==> src/rtl/seq_tx_pkg.sv <==
// rtl/seq_tx_pkg.sv - shared state encoding, default preamble and helpers for the 1010 serial transmitter
package seq_tx_pkg;

    localparam logic [1:0] S_IDLE = 2'd0;
    localparam logic [1:0] S_PRE  = 2'd1;
    localparam logic [1:0] S_DATA = 2'd2;
    localparam logic [1:0] S_GAP  = 2'd3;

    typedef enum logic [1:0] {
        ST_IDLE = S_IDLE,
        ST_PRE  = S_PRE,
        ST_DATA = S_DATA,
        ST_GAP  = S_GAP
    } state_t;

    localparam logic [3:0] DEF_PRE_PATTERN = 4'b1010;

    // Largest segment length, used to size the shared bit counter.
    function automatic int max3(input int a, input int b, input int c);
        int m;
        m = (a > b) ? a : b;
        return (m > c) ? m : c;
    endfunction

endpackage

==> src/rtl/seq_1010_tx_if.sv <==
// rtl/seq_1010_tx_if.sv - word handshake and serial line bundle of the 1010 transmitter
// Ports (via modports):
//   master : drives in_data/in_valid/abort, observes in_ready/out/out_en/busy/done
//   slave  : the transmitter side of the same signals
interface seq_1010_tx_if #(
    parameter int WIDTH = 8
);
    logic [WIDTH-1:0] in_data;
    logic             in_valid;
    logic             in_ready;
    logic             abort;
    logic             out;
    logic             out_en;
    logic             busy;
    logic             done;

    modport master (
        output in_data, in_valid, abort,
        input  in_ready, out, out_en, busy, done
    );

    modport slave (
        input  in_data, in_valid, abort,
        output in_ready, out, out_en, busy, done
    );
endinterface

==> src/rtl/piso_shift.sv <==
// rtl/piso_shift.sv - parallel-load, MSB-first shift register
// Ports:
//   clk, rst  : clock, asynchronous active-low reset
//   load      : capture din (wins over shift)
//   shift     : move contents one place toward the MSB, zero fill
//   din       : parallel load value
//   msb       : current serial bit
module piso_shift #(
    parameter int N = 8
) (
    input  logic         clk,
    input  logic         rst,
    input  logic         load,
    input  logic         shift,
    input  logic [N-1:0] din,
    output logic         msb
);

    logic [N-1:0] q;

    always_ff @(posedge clk or negedge rst) begin
        if (!rst) begin
            q <= '0;
        end else if (load) begin
            q <= din;
        end else if (shift) begin
            // Plain shift keeps the N=1 case legal (no q[N-2:0] slice).
            q <= q << 1;
        end
    end

    assign msb = q[N-1];

endmodule

==> src/rtl/seq_1010_tx.sv <==
// rtl/seq_1010_tx.sv - frames parallel words as preamble + MSB-first data + idle gap on a serial line
// Ports:
//   clk  : clock, all logic on posedge
//   rst  : asynchronous active-low reset
//   bus  : seq_1010_tx_if.slave - in_data/in_valid/in_ready handshake, abort,
//          serial out, out_en (preamble or data bit), busy, done (last data bit)
module seq_1010_tx
    import seq_tx_pkg::*;
#(
    parameter int                 WIDTH       = 8,
    parameter int                 PRE_LEN     = 4,
    parameter logic [PRE_LEN-1:0] PRE_PATTERN = PRE_LEN'(DEF_PRE_PATTERN),
    parameter int                 GAP_LEN     = 2
) (
    input  logic          clk,
    input  logic          rst,
    seq_1010_tx_if.slave  bus
);

    localparam int CW = $clog2(max3(WIDTH, PRE_LEN, GAP_LEN) + 1);

    state_t        state, state_nxt;
    logic [CW-1:0] cnt, cnt_nxt;
    logic          accept;
    logic          last;
    logic          pre_bit;
    logic          data_bit;

    assign accept = bus.in_valid && bus.in_ready;
    assign last   = (cnt == CW'(1));

    // Both shifters are loaded on the accept edge so in_data may change afterwards.
    piso_shift #(.N(PRE_LEN)) u_pre (
        .clk   (clk),
        .rst   (rst),
        .load  (accept),
        .shift (state == ST_PRE),
        .din   (PRE_PATTERN),
        .msb   (pre_bit)
    );

    piso_shift #(.N(WIDTH)) u_data (
        .clk   (clk),
        .rst   (rst),
        .load  (accept),
        .shift (state == ST_DATA),
        .din   (bus.in_data),
        .msb   (data_bit)
    );

    always_ff @(posedge clk or negedge rst) begin
        if (!rst) begin
            state <= ST_IDLE;
            cnt   <= '0;
        end else begin
            state <= state_nxt;
            cnt   <= cnt_nxt;
        end
    end

    // Counter is loaded with the segment length on entry and the segment is
    // left when it reads 1, so it never decrements past 1.
    always_comb begin
        state_nxt = state;
        cnt_nxt   = cnt;
        case (state)
            ST_IDLE: begin
                if (accept) begin
                    state_nxt = ST_PRE;
                    cnt_nxt   = CW'(PRE_LEN);
                end
            end
            ST_PRE: begin
                if (last) begin
                    state_nxt = ST_DATA;
                    cnt_nxt   = CW'(WIDTH);
                end else begin
                    cnt_nxt = cnt - CW'(1);
                end
            end
            ST_DATA: begin
                if (last) begin
                    if (GAP_LEN > 0) begin
                        state_nxt = ST_GAP;
                        cnt_nxt   = CW'(GAP_LEN);
                    end else begin
                        state_nxt = ST_IDLE;
                        cnt_nxt   = '0;
                    end
                end else begin
                    cnt_nxt = cnt - CW'(1);
                end
            end
            ST_GAP: begin
                if (last) begin
                    state_nxt = ST_IDLE;
                    cnt_nxt   = '0;
                end else begin
                    cnt_nxt = cnt - CW'(1);
                end
            end
            default: begin
                state_nxt = ST_IDLE;
                cnt_nxt   = '0;
            end
        endcase
        if (bus.abort && (state != ST_IDLE)) begin
            state_nxt = ST_IDLE;
            cnt_nxt   = '0;
        end
    end

    // The line is a state-selected mux of flop outputs, so it carries no
    // combinational path from any input.
    assign bus.out      = (state == ST_PRE)  ? pre_bit  :
                          (state == ST_DATA) ? data_bit : 1'b0;
    assign bus.out_en   = (state == ST_PRE) || (state == ST_DATA);
    assign bus.busy     = (state != ST_IDLE);
    assign bus.in_ready = (state == ST_IDLE) && !bus.abort;
    // An abort raised while the last data bit is on the line cancels the pulse.
    assign bus.done     = (state == ST_DATA) && last && !bus.abort;

endmodule

==> src/flat_wrapper.sv <==
// flat-port wrapper written by rule: the top's interface ports become plain ports
module seq_1010_tx_flat import seq_tx_pkg::*;
#(
    parameter int                 WIDTH       = 8,
    parameter int                 PRE_LEN     = 4,
    parameter logic [PRE_LEN-1:0] PRE_PATTERN = PRE_LEN'(DEF_PRE_PATTERN),
    parameter int                 GAP_LEN     = 2
)
  (clk, rst, bus_in_data, bus_in_valid, bus_abort, bus_in_ready, bus_out, bus_out_en, bus_busy, bus_done);
  seq_1010_tx_if #(.WIDTH(WIDTH)) bus_i ();
  input  logic clk;
  input  logic rst;
  input wire logic [$bits(bus_i.in_data)-1:0] bus_in_data;
  input wire logic [$bits(bus_i.in_valid)-1:0] bus_in_valid;
  input wire logic [$bits(bus_i.abort)-1:0] bus_abort;
  output wire logic [$bits(bus_i.in_ready)-1:0] bus_in_ready;
  output wire logic [$bits(bus_i.out)-1:0] bus_out;
  output wire logic [$bits(bus_i.out_en)-1:0] bus_out_en;
  output wire logic [$bits(bus_i.busy)-1:0] bus_busy;
  output wire logic [$bits(bus_i.done)-1:0] bus_done;
  assign bus_i.in_data = bus_in_data;
  assign bus_i.in_valid = bus_in_valid;
  assign bus_i.abort = bus_abort;
  assign bus_in_ready = bus_i.in_ready;
  assign bus_out = bus_i.out;
  assign bus_out_en = bus_i.out_en;
  assign bus_busy = bus_i.busy;
  assign bus_done = bus_i.done;
  seq_1010_tx #(.WIDTH(WIDTH), .PRE_LEN(PRE_LEN), .PRE_PATTERN(PRE_PATTERN), .GAP_LEN(GAP_LEN)) u_core (.clk(clk), .rst(rst), .bus(bus_i));
endmodule
==> config.mk <==
export PLATFORM = sky130hd
export DESIGN_NAME = seq_1010_tx_flat
export DESIGN_NICKNAME = d
export VERILOG_FILES = /design/src/rtl/seq_tx_pkg.sv /design/src/rtl/seq_1010_tx_if.sv /design/src/rtl/piso_shift.sv /design/src/rtl/seq_1010_tx.sv /design/src/flat_wrapper.sv
export SDC_FILE = /design/constraint.sdc
export NUM_CORES = 1
export LEC_CHECK = 0
export CAP_MARGIN = 20
export CELL_PAD_IN_SITES_DETAIL_PLACEMENT = 0
export CELL_PAD_IN_SITES_GLOBAL_PLACEMENT = 2
export CORE_ASPECT_RATIO = 1.2
export CORE_MARGIN = 2
export CORE_UTILIZATION = 30
export CTS_BUF_LIST = sky130_fd_sc_hd__clkbuf_16
export CTS_CLUSTER_DIAMETER = 40
export DETAILED_ROUTE_END_ITERATION = 10
export PLACE_DENSITY = 0.78
export SLEW_MARGIN = 5
export SYNTH_ARGS = -nofsm -noshare
export SYNTH_HDL_FRONTEND = slang
export SYNTH_SLANG_ARGS = --single-unit
==> constraint.sdc <==
create_clock -name clk -period 2.64 [get_ports clk]
set_input_delay 0.396 -clock clk [delete_from_list [all_inputs] [get_ports clk]]
set_output_delay 0.396 -clock clk [all_outputs]
set_load 0.05 [all_outputs]
After elaboration in Yosys (flattened, before gate mapping):

Cells that the tools add are included.

* bits in registers: 18
* latch bits: 0
* memory bits (writable): 0
* memory bits (read-only): 0
* input bits: 12
* output and inout port bits: 5
* word-level logic and storage cells: 43
* memories kept: 0

* add/subtract/negate cells: 1
* multiply operators: 0
* div/mod/pow operators: 0
* order comparisons: 0
* equal/unequal tests: 8
* shift-type cells: 0
* mux-type cells: 18
* bitwise operators: 0
* reduce and logical (&&, ||, !) cells: 12

Operators by type and width (count)
* $mux W4: 7
* $mux W8: 2
* $pmux W4 S4: 1
* $ne A3 B1 Y1 const B: 4
* $mux W2: 5
* $pmux W2 S4: 1
* $reduce_bool A2 Y1: 3
* $logic_and A1 B1 Y1: 5
* $eq A2 B2 Y1 const B: 2
* $eq A4 B1 Y1 const B: 1
* $reduce_and A4 Y1: 1
* $sub A4 B1 Y4 const B: 1
* $eq A2 B1 Y1 const B: 1
* $logic_not A2 Y1: 1
* $mux W1: 2
* $logic_not A1 Y1: 1
* $logic_or A1 B1 Y1: 1

Depth between registers and ports, before layout:

* depth in word-level cells: 6
* gate-level depth with buffers: 7
* gate-level depth less buffers: 5

By module:

A second synthesis with hierarchy kept.

* cells, all modules: 107
* area, all modules: 1049.8 um^2

Modules (own cells, without submodules)
* seq_1010_tx: times used 1, cells each 58, area an instance 511.7 um^2, seq. area each 150.1 um^2
* piso_shift (u_core.u_data): times used 1, cells each 34, area an instance 369.1 um^2, seq. area each 200.2 um^2
* piso_shift (u_core.u_pre): times used 1, cells each 15, area an instance 168.9 um^2, seq. area each 100.1 um^2

Least setup slack after synthesis:

No wires, ideal clock.

* path type: register -> output
* start: register u_core.cnt[1]
* end: output port bus_done
* data arrival time: 2294 ps
* required time: 2244 ps
* path slack: -50 ps
* cell stages (with the launch flop): 6
* path buffers: 1
* cell sequence: dfrtp_1 inv_1 ha_1 or3b_1 clkbuf_1 nor3b_1

* longest elaborated chain between the ends: 3

RTL lines
* start, declared: RTL line seq_1010_tx.sv:23 `logic [CW-1:0] cnt, cnt_nxt;`
* start signal, assigned: RTL line seq_1010_tx.sv:57 `cnt <= cnt_nxt;`
* $eq A4 B1 Y1: RTL line seq_1010_tx.sv:30 `assign last = (cnt == CW'(1));`
* $logic_and A1 B1 Y1 (2 in a row): RTL line seq_1010_tx.sv:121 `assign bus.done = (state == ST_DATA) && last && !bus.abort;`
* end, declared: RTL line flat_wrapper.sv:20 `output wire logic [$bits(bus_i.done)-1:0] bus_done;`

Every way passes these cells.

Final worst setup path:

* start: register u_core.state[0]
* end: output port bus_busy

* longest elaborated chain between the ends: 1

RTL lines
* start, declared: RTL line seq_1010_tx.sv:22 `state_t state, state_nxt;`
* start signal, assigned: RTL line seq_1010_tx.sv:56 `state <= state_nxt;`
* $reduce_bool A2 Y1: RTL line seq_1010_tx.sv:118 `assign bus.busy = (state != ST_IDLE);`
* end, declared: RTL line flat_wrapper.sv:19 `output wire logic [$bits(bus_i.busy)-1:0] bus_busy;`

Every way passes these cells.

==> flow_summary_export.csv <==
group,metric,value,unit
floorplanning,core_area,3280,µm²
route,detail_route.wl_per_cell,13.3,µm
placement,place_area,1170,µm²
route,drt_wl_total,2070,µm
placement,finalWeightedCongestion,0.725,
timing,worst_pin_slew,0.839,ns
run_status,status,"complete, no violations",
power,power_density,1240,nW/µm²
floorplanning,fp.dieW,56.8,µm
timing,finalCritPeriodShare,87.9,%
critical_path,crit_required,2.24,ns
route,ant_nets,0,
cells_and_area,multiInputGateArea,504,µm²
yosys,synth.most_common_cell,"dfrtp_1",
floorplanning,die_y,67.4,µm
route,viasPerCell,5.06,
cts,cts_tree,"built",
cells_and_area,n_antenna_cell,0,
cells_and_area,finalNetCount,138,
cts,htreeDepth,1,
timing,fin_crit,2.32,ns
cts,clk_pin_slew,0.05,ns
placement,dp_hpwl,1490,µm
power,p_leak,0.542,nW
power,ir_worst_vdd,0.669,mV
yosys,synth_ff_type,"dfrtp_1",
yosys,netlist_area,1000,µm²
yosys,ys_warn_count,0,
cells_and_area,area_growth,24.3,%
grt,gr-total-overflow,0,
yosys,syn_inst,105,
yosys,synth_area_leaders,"dfrtp_1, mux2i_1, ha_1",
yosys,synth_top_area_share,42.3,%
timing,relSlewSlack,43.9,%
route,drc_errors,0,
timing,skew,0.00179,ns
placement,portBuffers,16,
route,drt_iter0_markers,15,
floorplanning,num_io_pins,17,
yosys,synth_commonest_cells,"dfrtp_1, nor2_1, a21oi_1, inv_1, mux2i_1",
cts,clockBufferDepth,2,
floorplanning,dieArea,3830,µm²
grt,antenna_found_initial,0,
cts,post_cts_resized,0,
timing,setup-violations-final,0,
grt,grt_max_degree,18,
cts,ctsHoldBuffers,0,
cts,cts_inserted_buffers,3,
grt,grt_pass1_wl,3660,µm
cells_and_area,final_cell_area,1250,µm²
yosys,synth-async-reset-ratio,100,%
critical_path,worstSetupStartpointType,"register",
timing,fin_setup_tns,0,ns
yosys,ys_ff_latch,17,
cts,root_buffer,"clkbuf_16",
critical_path,setup.worst_path.end_class,"output port",
min_path,min_path_type,"reg2reg",
critical_path,crit_fanout,7,
cells_and_area,fillerInstances,351,
timing,slew_viol_final,0,
route,drtPass1Iterations,4,
yosys,synth_nets,124,
cts,post_cts_buffers,0,
yosys,synth_edf_count,0,
flow_run,drv_cap,0,
cts,clock_latency,0.25,ns
timing,rsz0062_at_grt,"false",
critical_path,path_class,"reg2out",
route,via_count,785,
cells_and_area,seq_area,425,µm²
cells_and_area,drive_gt1_share,7.63,%
grt,grtUsageTotal,12.5,%
yosys,syn_avg_cell_area,9.57,µm²
floorplanning,initial_core_util,30.6,%
timing,fmax,0.431,GHz
floorplanning,rows,23,
yosys,yosysSeqAreaShare,42.3,%
grt,grt_pass1_vias,795,
timing,hold_viol_final,0,
critical_path,critPathArrivalTime,1.92,ns
cts,cts.sinks,17,
yosys,synth.distinct_cells,30,
yosys,synth_top_area_cell,"dfrtp_1",
## power breakdown
part	switching (mW)	total, mW	internal, mW
Combinational	0.455	0.790	0.335
Sequential	0.0768	0.454	0.378
Clock	0.0990	0.300	0.201
Total	0.631	1.54	0.914
## layout by cell type, fill, tap and decap left out, types with 2 or more instances in the layout
| master | Yosys | routed |
|---|---|---|
| dfrtp_1 | 17 | 17 |
| clkdlybuf4s50_1 | 0 | 13 |
| nor2_1 | 12 | 12 |
| inv_1 | 9 | 10 |
| mux2i_1 | 9 | 9 |
| a21oi_1 | 9 | 9 |
| ha_1 | 7 | 7 |
| nand2_1 | 6 | 6 |
| buf_4 | 0 | 4 |
| o21ai_0 | 4 | 3 |
| a32o_1 | 3 | 3 |
| nand3_1 | 3 | 3 |
| clkbuf_16 | 0 | 3 |
| nand3b_1 | 2 | 2 |
| nor3_1 | 2 | 2 |
## flip-flops by register name (all words and copies together) (netlist names)
name             flops
u_core.u_pre.q       3
u_core.u_data.q      8
u_core.state         2
u_core.cnt           4
## logic make-up after synthesis
logic type	count (synthesis)	synth area share [%]
AOI/OAI and AO/OA	24	16.7
buffers and inverters	17	7.97
adders and majority gates	7	8.72
DFF	17	42.3
muxes	9	8.97
and+or+nand+nor	31	15.3
## worst paths after layout
path	startpoint	endpoint	slack [ns]	depth (start not counted)
worst min register to register	u_core.u_pre.q[2]$_DFFE_PN0P_	u_core.u_pre.q[3]$_DFFE_PN0P_	0.50	2
worst min-delay path	u_core.u_pre.q[2]$_DFFE_PN0P_	u_core.u_pre.q[3]$_DFFE_PN0P_	0.50	2
max in group asynchronous	rst	u_core.u_data.q[5]$_DFFE_PN0P_	1.49	1
worst max register to register	u_core.state[0]$_DFFE_PN0P_	u_core.state[0]$_DFFE_PN0P_	0.54	5
min in group asynchronous	rst	u_core.state[0]$_DFFE_PN0P_	0.63	1
worst max-delay path	u_core.state[0]$_DFFE_PN0P_	bus_busy	0.32	4
## critical path: stages (launching register included)
cell and delay (ns):
dfrtp_1 0.39, inv_1 0.10, ha_1 0.28, inv_1 0.10, clkdlybuf4s50_1 0.81
## per-stage QoR
stage | util (%) | std cells | total power, mW | hold WS [ns] | setup slack [ns]
after floorplan | - | 105 | 1.10 | 0.100 | 0.363
after global placement | 35.7 | 151 | 1.25 | 0.486 | 0.556
after detailed placement | 35.7 | 151 | 1.25 | 0.495 | 0.528
after CTS | 38.1 | 155 | 1.56 | 0.508 | 0.307
after global routing | 38.1 | 155 | 1.67 | 0.549 | 0.226
final | 38.1 | 155 | 1.54 | 0.500 | 0.321
## metal layers
metal / vias to the layer above / wire (µm) / GRT usage, %
met5: - / 0 / 0
met4: 0 / 44 / 6.40
met3: 6 / 91 / 3.26
met2: 20 / 957 / 19.3
met1: 366 / 974 / 16.2
li1: 393 / - / -
## cell type report
class | instances | share of cell area, %
Tap cell | 37 | 3.71
Inverter | 9 | 2.71
Clock buffer | 3 | 6.01
Sequential cell | 17 | 34.1
Timing Repair Buffer | 17 | 12.8
Multi-Input combinational cell | 71 | 40.4
Clock inverter | 1 | 0.301
(Power assumes the default switching activity.)
